**config.mk**
```make
export PLATFORM = sky130hd
export DESIGN_NAME = simd_alu_pipe
export DESIGN_NICKNAME = d
export VERILOG_FILES = /design/src/rtl/simd_alu_pipe.sv
export SDC_FILE = /design/constraint.sdc
export NUM_CORES = 1
export LEC_CHECK = 0
export ABC_CLOCK_PERIOD_IN_PS = 21600
export BUFFER_PORTS_ARGS = -buffer_cell sky130_fd_sc_hd__buf_2
export CORE_UTILIZATION = 63
export DETAILED_ROUTE_END_ITERATION = 8
export PLACE_DENSITY = 0.86
export SYNTH_ARGS = -nofsm -noshare
export SYNTH_HDL_FRONTEND = slang
export SYNTH_SLANG_ARGS = --single-unit
```
**constraint.sdc**
```tcl
create_clock -name clk -period 21.6 [get_ports clk]
set_input_delay 4.32 -clock clk [delete_from_list [all_inputs] [get_ports clk]]
set_output_delay 4.32 -clock clk [all_outputs]
set_load 0.05 [all_outputs]
```
**src/rtl/simd_alu_pipe.sv**
```systemverilog
// simd_alu_pipe: two-stage packed-SIMD integer ALU (8/16/32-bit elements) with an
// optional per-32-bit-lane accumulator. S1 holds the accepted beat, S2 the result.
module simd_alu_pipe #(
    parameter int W      = 64,
    parameter int ACC_EN = 1
) (
    input  logic           clk,
    input  logic           rst_n,
    input  logic           in_valid,
    output logic           in_ready,
    input  logic [3:0]     in_op,
    input  logic [W-1:0]   in_a,
    input  logic [W-1:0]   in_b,
    output logic           out_valid,
    input  logic           out_ready,
    output logic [W-1:0]   out_y,
    output logic [W/8-1:0] out_c
);

    localparam int NB = W / 8;

    localparam logic [3:0] OP_SEL0     = 4'b0000;
    localparam logic [3:0] OP_SEL1     = 4'b0001;
    localparam logic [3:0] OP_ADD32    = 4'b0010;
    localparam logic [3:0] OP_SUB32    = 4'b0011;
    localparam logic [3:0] OP_ADD16    = 4'b0100;
    localparam logic [3:0] OP_SUB16    = 4'b0101;
    localparam logic [3:0] OP_ADD8     = 4'b0110;
    localparam logic [3:0] OP_SUB8     = 4'b0111;
    localparam logic [3:0] OP_ADDSUB16 = 4'b1000;
    localparam logic [3:0] OP_SUBADD16 = 4'b1001;
    localparam logic [3:0] OP_ADDSUB8  = 4'b1010;
    localparam logic [3:0] OP_SUBADD8  = 4'b1011;
    localparam logic [3:0] OP_ADDS8    = 4'b1100;
    localparam logic [3:0] OP_SUBS8    = 4'b1101;
    localparam logic [3:0] OP_ACC32    = 4'b1110;
    localparam logic [3:0] OP_CLRACC   = 4'b1111;

    typedef enum logic [1:0] {M_ADD, M_SUB, M_ADDSUB, M_SUBADD} mode_e;
    typedef enum logic [1:0] {R_A, R_B, R_ZERO, R_ARITH} sel_e;

    logic          adv;

    logic          s1_valid_q;
    logic [3:0]    s1_op_q;
    logic [W-1:0]  s1_a_q;
    logic [W-1:0]  s1_b_q;

    logic          out_valid_q;
    logic [W-1:0]  y_q, y_d;
    logic [NB-1:0] c_q, c_d;
    logic [W-1:0]  acc_q, acc_d;

    int            esz_lg;
    mode_e         mode;
    sel_e          sel;
    logic          sat;
    logic          acc_upd;
    logic          acc_clr;
    logic [W-1:0]  opb;

    logic [NB-1:0] byte_sub;
    logic [NB-1:0] byte_first;
    logic [NB-1:0] byte_last;

    logic [W-1:0]  sum_y;
    logic [NB-1:0] sum_co;
    logic          chain;
    logic          cin;
    logic [7:0]    b_byte;
    logic [8:0]    s9;
    logic          clamp;

    assign adv       = !out_valid_q || out_ready;
    assign in_ready  = adv;
    assign out_valid = out_valid_q;
    assign out_y     = y_q;
    assign out_c     = c_q;

    // Opcode decode: element size, add/sub pattern and result source.
    always_comb begin
        esz_lg  = 0;
        mode    = M_ADD;
        sel     = R_ARITH;
        sat     = 1'b0;
        acc_upd = 1'b0;
        acc_clr = 1'b0;
        opb     = s1_b_q;
        case (s1_op_q)
            OP_SEL0:     sel = R_A;
            OP_SEL1:     sel = R_B;
            OP_ADD32:    esz_lg = 2;
            OP_SUB32:    begin esz_lg = 2; mode = M_SUB; end
            OP_ADD16:    esz_lg = 1;
            OP_SUB16:    begin esz_lg = 1; mode = M_SUB; end
            OP_ADD8:     esz_lg = 0;
            OP_SUB8:     mode = M_SUB;
            OP_ADDSUB16: begin esz_lg = 1; mode = M_ADDSUB; end
            OP_SUBADD16: begin esz_lg = 1; mode = M_SUBADD; end
            OP_ADDSUB8:  mode = M_ADDSUB;
            OP_SUBADD8:  mode = M_SUBADD;
            OP_ADDS8:    sat = 1'b1;
            OP_SUBS8:    begin sat = 1'b1; mode = M_SUB; end
            OP_ACC32: begin
                if (ACC_EN != 0) begin
                    esz_lg  = 2;
                    opb     = acc_q;
                    acc_upd = 1'b1;
                end else begin
                    sel = R_A;
                end
            end
            OP_CLRACC: begin
                if (ACC_EN != 0) begin
                    sel     = R_ZERO;
                    acc_clr = 1'b1;
                end else begin
                    sel = R_A;
                end
            end
        endcase
    end

    always_comb begin
        byte_sub   = '0;
        byte_first = '0;
        byte_last  = '0;
        for (int i = 0; i < NB; i++) begin
            byte_first[i] = ((i & ((1 << esz_lg) - 1)) == 0);
            byte_last[i]  = ((i & ((1 << esz_lg) - 1)) == ((1 << esz_lg) - 1));
            case (mode)
                M_SUB:    byte_sub[i] = 1'b1;
                M_ADDSUB: byte_sub[i] = (((i >> esz_lg) & 1) == 0);
                M_SUBADD: byte_sub[i] = (((i >> esz_lg) & 1) == 1);
                default:  byte_sub[i] = 1'b0;
            endcase
        end
    end

    // Byte-sliced adder; the carry chain is broken at every element boundary,
    // where the carry-in becomes 1 for subtracting elements (a + ~b + 1).
    always_comb begin
        sum_y  = '0;
        sum_co = '0;
        chain  = 1'b0;
        cin    = 1'b0;
        b_byte = '0;
        s9     = '0;
        for (int i = 0; i < NB; i++) begin
            b_byte          = byte_sub[i] ? ~opb[8*i +: 8] : opb[8*i +: 8];
            cin             = byte_first[i] ? byte_sub[i] : chain;
            s9              = {1'b0, s1_a_q[8*i +: 8]} + {1'b0, b_byte} + {8'd0, cin};
            sum_y[8*i +: 8] = s9[7:0];
            sum_co[i]       = s9[8];
            chain           = s9[8];
        end
    end

    always_comb begin
        y_d   = sum_y;
        c_d   = sum_co & byte_last;
        clamp = 1'b0;
        case (sel)
            R_A: begin
                y_d = s1_a_q;
                c_d = '0;
            end
            R_B: begin
                y_d = s1_b_q;
                c_d = '0;
            end
            R_ZERO: begin
                y_d = '0;
                c_d = '0;
            end
            default: begin
                if (sat) begin
                    for (int i = 0; i < NB; i++) begin
                        // Unsigned: add overflows on carry, subtract underflows on no-carry.
                        clamp = byte_sub[i] ? !sum_co[i] : sum_co[i];
                        if (clamp) begin
                            y_d[8*i +: 8] = byte_sub[i] ? 8'h00 : 8'hFF;
                        end
                        c_d[i] = clamp;
                    end
                end
            end
        endcase
    end

    always_comb begin
        acc_d = acc_q;
        if (acc_upd) begin
            acc_d = sum_y;
        end
        if (acc_clr) begin
            acc_d = '0;
        end
    end

    always_ff @(posedge clk) begin
        if (!rst_n) begin
            s1_valid_q  <= 1'b0;
            out_valid_q <= 1'b0;
            y_q         <= '0;
            c_q         <= '0;
            acc_q       <= '0;
        end else if (adv) begin
            s1_valid_q  <= in_valid;
            out_valid_q <= s1_valid_q;
            if (s1_valid_q) begin
                y_q   <= y_d;
                c_q   <= c_d;
                acc_q <= acc_d;
            end
        end
    end

    // Operand registers carry no reset; the S1 valid bit qualifies them.
    always_ff @(posedge clk) begin
        if (adv && in_valid) begin
            s1_op_q <= in_op;
            s1_a_q  <= in_a;
            s1_b_q  <= in_b;
        end
    end

endmodule

```
== After elaboration in Yosys (flattened, before gate mapping) ==
Cells that the tools add are included.

* Bitwise gates (word level): 9
* Shift-type cells: 9
* Add/sub/neg operators: 17
* Eq/ne operators: 19
* Multiplexer cells: 60
* Reductions and logical operators: 46

{| class="wikitable"
|+ Operators with widths
! operator !! count
|-
| $logic_not 32->1 || 16
|-
| $mux 64 || 4
|-
| $mux 8 || 26
|-
| $pmux 64 s3 || 1
|-
| $logic_not 31->1 || 3
|-
| $logic_not 30->1 || 3
|-
| $add 8x8->9 || 8
|-
| $add 9x1->9 || 8
|-
| $not 8->8 || 8
|-
| $eq 4x4->1 const B || 8
|-
| $shl 1x2->32 const A || 1
|-
| $shr 1x32->1 const A || 1
|-
| $sub 32x2->32 const B || 1
|-
| $logic_not 29->1 || 1
|-
| $pmux 1 s3 || 8
|-
| $mux 1 || 18
|-
| $eq 4x3->1 const B || 3
|-
| $pmux 2 s3 || 2
|-
| $shr 3x2->1 const A || 4
|-
| $logic_not 1->1 || 9
|-
| $and 8x8->8 || 1
|-
| $eq 4x2->1 const B || 2
|-
| $reduce_or 4->1 || 2
|-
| $eq 2x2->1 const B || 3
|-
| other kinds (14) || 19
|}

* Bits of input ports: 136
* Register bits after elaboration: 270
* Logic and storage cells: 168
* Output and inout port bits: 74

== Depth between registers and ports, before layout ==
* Word-level depth: 28
* Depth in mapped cells: 66
* Depth with buffers taken out: 61

== Least setup slack after synthesis ==
OpenSTA, ideal clock, no wires.

* Kind: flip-flop to flip-flop
* From: register s1_op_q[0]
* To: register y_q[60], in the netlist out_y[60]
* Slack: 7268 ps
* Library setup time: 117 ps
* Clock period less this slack: 14332 ps
* Data required time: 21483 ps
* Arrival: 14215 ps
* Stages on the path, launching flop included: 67
* Buffers on the path: 6
* Cell sequence: edfxtp_1 buf_4 buf_2 buf_2 clkbuf_1 nand3_1 ha_1 clkbuf_1 clkbuf_1 xor2_1 fa_1 a211oi_1 o211ai_1 nand2_1 nor2_1 a21oi_1 fa_1 inv_1 (+31 left out) o21ai_0 fa_1 inv_1 fa_1 a211oi_1 o211ai_1 nand2_1 nand2_1 o21ai_0 fa_1 inv_1 fa_1 a211oi_1 o21ai_0 a31oi_1 o21ai_1 o21bai_1 a32o_1

* Cells in the longest elaborated chain, start to end: 28
* Elaborated cells on any way between the ends: 110
* Those cells by class: 17 x add/sub; 19 x eq/ne; 9 x shift; 33 x mux; 8 x bitwise; 24 x reduce/logical

{| class="wikitable"
|+ RTL lines
! element !! RTL line !! source
|-
| from (decl) || 45 || <nowiki>logic [3:0] s1_op_q;</nowiki>
|-
| from (signal assigned) || 222 || <nowiki>s1_op_q <= in_op;</nowiki>
|-
| $eq 4x4->1 (tied with other cells) || 89 || <nowiki>case (s1_op_q)</nowiki>
|-
| $reduce_or 4->1 (no line) or $reduce_or 3->1 (tied branches) || -- ||
|-
| $pmux 2 s2 || 89 ||
|-
| $shr 1x32->1 || 133, 134 ||
|-
| $logic_not 32->1 || 133 || <nowiki>M_ADDSUB: byte_sub[i] = (((i >> esz_lg) & 1) == 0);</nowiki>
|-
| $pmux 1 s3 || 131 || <nowiki>case (mode)</nowiki>
|-
| $mux 8 || 150 || <nowiki>b_byte = byte_sub[i] ? ~opb[8*i +: 8] : opb[8*i +: 8];</nowiki>
|-
| $add 8x8->9 || 152 || <nowiki>s9 = {1'b0, s1_a_q[8*i +: 8]} + {1'b0, b_byte} + {8'd0, cin};</nowiki>
|-
| (+12 left out) || -- ||
|-
| $add 9x1->9 || 152 ||
|-
| $mux 1 || 151 || <nowiki>cin = byte_first[i] ? byte_sub[i] : chain;</nowiki>
|-
| $add 9x1->9 || 152 ||
|-
| $logic_not 1->1 || 180 || <nowiki>clamp = byte_sub[i] ? !sum_co[i] : sum_co[i];</nowiki>
|-
| $mux 1 || 180 ||
|-
| $mux 8 || 181 || <nowiki>if (clamp) begin</nowiki>
|-
| $mux 64 || 177 || <nowiki>if (sat) begin</nowiki>
|-
| $pmux 64 s3 (*) || 163 || <nowiki>case (sel)</nowiki>
|-
| to (signal assigned) || 212 || <nowiki>y_q <= y_d;</nowiki>
|-
| to (decl) || 50 || <nowiki>logic [W-1:0] y_q, y_d;</nowiki>
|}

Every way passes the cells marked *; elsewhere a longest branch is shown, timed or not.
A chain may end at the register's enable or synchronous reset.

== Worst setup path in the final report ==
* From: register s1_op_q[3]
* To: register y_q[56], in the netlist out_y[56]

Same word-level chain as after synthesis.

==> reports/qor.yml <==
status:
  status: "finished, final reports clean"
setup_path:
  cp.required_ns: 22.05
  cp_common_cell: "fa_1"
  startpoint_type: "register"
  crit_family: "compound AO/OA/AOI/OAI gates"
  critPathKind: "register to register"
  max_stage_delay_ns: 0.88
  worst-path-buf-inv: 4
  crit_fanout: 18
  cp-end-kind: "register"
  rrSetupSlack_ns: 4.98
  critPathArrivalTime_ns: 17.07
  crit_path_top_delay_cell: "or3_1"
yosys:
  ys.flop_type: "dfxtp_1"
  synthSimpleGateAreaFrac_pct: 10.7
  yosysTopAreaCell: "edfxtp_1"
  ys_seq_elements: 270
  synth_compound_area_share_pct: 22.3
  synth-xor-area-share_pct: 5.96
  synthMuxAreaShare_pct: 6.65
  synth_common_cells: "dfxtp_1, edfxtp_1, o21ai_0"
  ys_seq_area_share_pct: 43.8
  synth-edff-count: 132
  syn_inst: 1510
  syn_area_mm2: 0.0154
  ys_async_sr_fraction_pct: 0
  synth_most_common_cell: "dfxtp_1"
  synth.top_cell.area_share_pct: 25.8
  synth_top_family_by_area: "compound AO/OA/AOI/OAI gates"
  synth_area_leaders: "edfxtp_1, dfxtp_1, mux2i_1, ha_1, xnor2_1"
  synth_area_per_cell_um2: 10.2
  synth.net_count: 1725
  yosys_warnings: 0
  ys_types: 70
  synth_fa_ha_area_share_pct: 7.17
finish:
  multiInputGateArea_mm2: 0.00811
  final_nets: 1890
  antennaDiodeCount: 0
  area_growth_pct: 13.8
  drive_gt1_share_pct: 18.6
  seqCellArea_mm2: 0.00673
  n_fill_cell: 1759
timing:
  clock_skew_ns: 0.0134
  layout_min_cycle_time_ns: 16.62
  slew_headroom_pct: 12.7
  fmax_ghz: 0.0602
  worst_pin_slew_ns: 1.31
  rsz0062_at_grt: "no"
  slew_violations: 0
  final.setup.tns_ns: 0
  hold_viol: 0
  period_share_pct: 76.9
  hold-worst-slack_ns: 0.464
  finalWorstSetupSlack_ns: 4.98
  setup_viol: 0
power_and_ir_drop:
  power.leakage_nw: 7.11
  vdd_drop_max_v: 0.0000732
  finalPower_mw: 1.54
  power.density_mw_per_mm2: 88.4
routing:
  dr_total_vias: 13000
  drtIter0Drc: 1099
  routed_wl_um: 43400
  antenna_left: 0
  viasPerCell: 6.47
  dr.pass1.iters: 5
  wire_per_inst_um: 21.5
  drc: 0
floorplanning:
  initial_core_util_pct: 64.8
  core_mm2: 0.0237
  die_h_um: 158
  die_area_mm2: 0.0250
  die_width_um: 158
  rows: 56
  io_pins: 210
global_route:
  grt_pass1_wl_um: 66700
  grt_overflow: 0
  grt_max_degree: 105
  grt.total_usage_pct: 34.6
  antenna_found_initial: 0
  grt_pass1_vias: 12800
placed_design:
  pre_cts_ws_ns: 5.29
  hpwlAfterDp_um: 28900
  portBuffers: 209
  routabilityCongestion: 0.981
clock_tree:
  htree_levels: 1
  clock_path_buffers: 3
  cts_tree: "done"
  cts_resized: 0
  post_cts_buffers: 0
  postCtsHoldBufs: 0
  insertion_delay_ns: 0.56
  cts_root_buffer: "clkbuf_16"
  cts_sinks: 270
  clk_pin_slew_worst_paths_ns: 0.06
  cts_buffers: 29
hold_path:
  hp-class: "register to register"
run:
  drv_cap: 0
worst register-to-register path, delay by kind of cell (launching register included):
family,cells,cell delay (ns)
AO/OA/AOI/OAI,29,6.80
XOR/XNOR,1,0.25
adder cells (fa/ha/maj),16,6.20
buffers and inverters,4,0.25
flip-flops,1,0.60
AND/OR/NAND/NOR,11,2.41
layout by cell type, fill, tap and decap left out, types with 10 or more instances in the layout:
cell type / Yosys / layout
a21boi_0: 18 / 18
o21ai_0: 113 / 113
xnor2_1: 70 / 70
buf_4: 6 / 18
nand2_1: 79 / 78
mux2i_1: 84 / 84
a221oi_1: 21 / 21
nor3_1: 20 / 20
clkbuf_16: 0 / 29
buf_2: 24 / 208
inv_1: 25 / 25
a21o_1: 10 / 10
ha_1: 64 / 64
nor2b_1: 61 / 61
a22oi_1: 50 / 50
o211ai_1: 53 / 53
nand3_1: 21 / 21
mux2_2: 14 / 14
a21oi_1: 103 / 103
o21a_1: 18 / 18
edfxtp_1: 132 / 132
xor2_1: 29 / 29
a21boi_1: 15 / 15
nor2_1: 76 / 76
o21bai_1: 14 / 14
a31oi_1: 14 / 14
and2_1: 22 / 20
a211oi_1: 15 / 15
dfxtp_1: 138 / 138
fa_1: 15 / 15
report_power, final:
part	internal (mW)	switching [mW]	leakage [nW]
combinational	0.160	0.284	4.24
sequential	0.573	0.0240	2.41
clock	0.296	0.209	0.464
per-stage QoR:
step	util, %	instances	instance area [um2]
CTS	73.8	2016	17500
global placement	69.7	1963	16500
floorplan	-	1510	15400
global route	73.8	2016	17500
detailed placement	69.7	1963	16500
finish	73.8	2016	17500
final timing paths:
check	startpoint	end	cells past startpoint
min	out_c[7]	out_c[7]	2
min reg2reg	out_c[7]	out_c[7]	2
max	s1_op_q[3]	out_y[56]	61
max reg2reg	s1_op_q[3]	out_y[56]	61
state kept, by name (all words and copies together) (netlist names):
name and count:
s1_valid_q 1, acc_q 64, out_valid 1, s1_a_q 64, out_y 64, s1_b_q 64, s1_op_q 4, out_c 8
metal layers:
| layer | up-vias | share of wire [%] | track usage, % |
|---|---|---|---|
| li1 | 5987 | - | - |
| met1 | 6244 | 40 | 44.0 |
| met2 | 690 | 47 | 58.4 |
| met3 | 120 | 8.6 | 5.17 |
| met4 | 0 | 3.8 | 14.7 |
| met5 | - | 0 | 0 |
area by class of cell:
class	instances	share of cell area [%]
Inverter	26	0.558
Tap cell	319	2.28
Clock inverter	16	0.995
Timing Repair Buffer	226	6.73
Clock buffer	37	4.55
Sequential cell	270	38.5
Multi-Input combinational cell	1122	46.4
cells by family (layout without fill, tap and decap cells):
kind of cell	after synthesis	in the layout
AO/OA/AOI/OAI	518	518
AND/OR/NAND/NOR	324	324
flip-flops	270	270
buffers and inverters	118	305
XOR/XNOR	102	102
multiplexers	99	99
adder cells (fa/ha/maj)	79	79
Power figures use the tool's default switching activity.
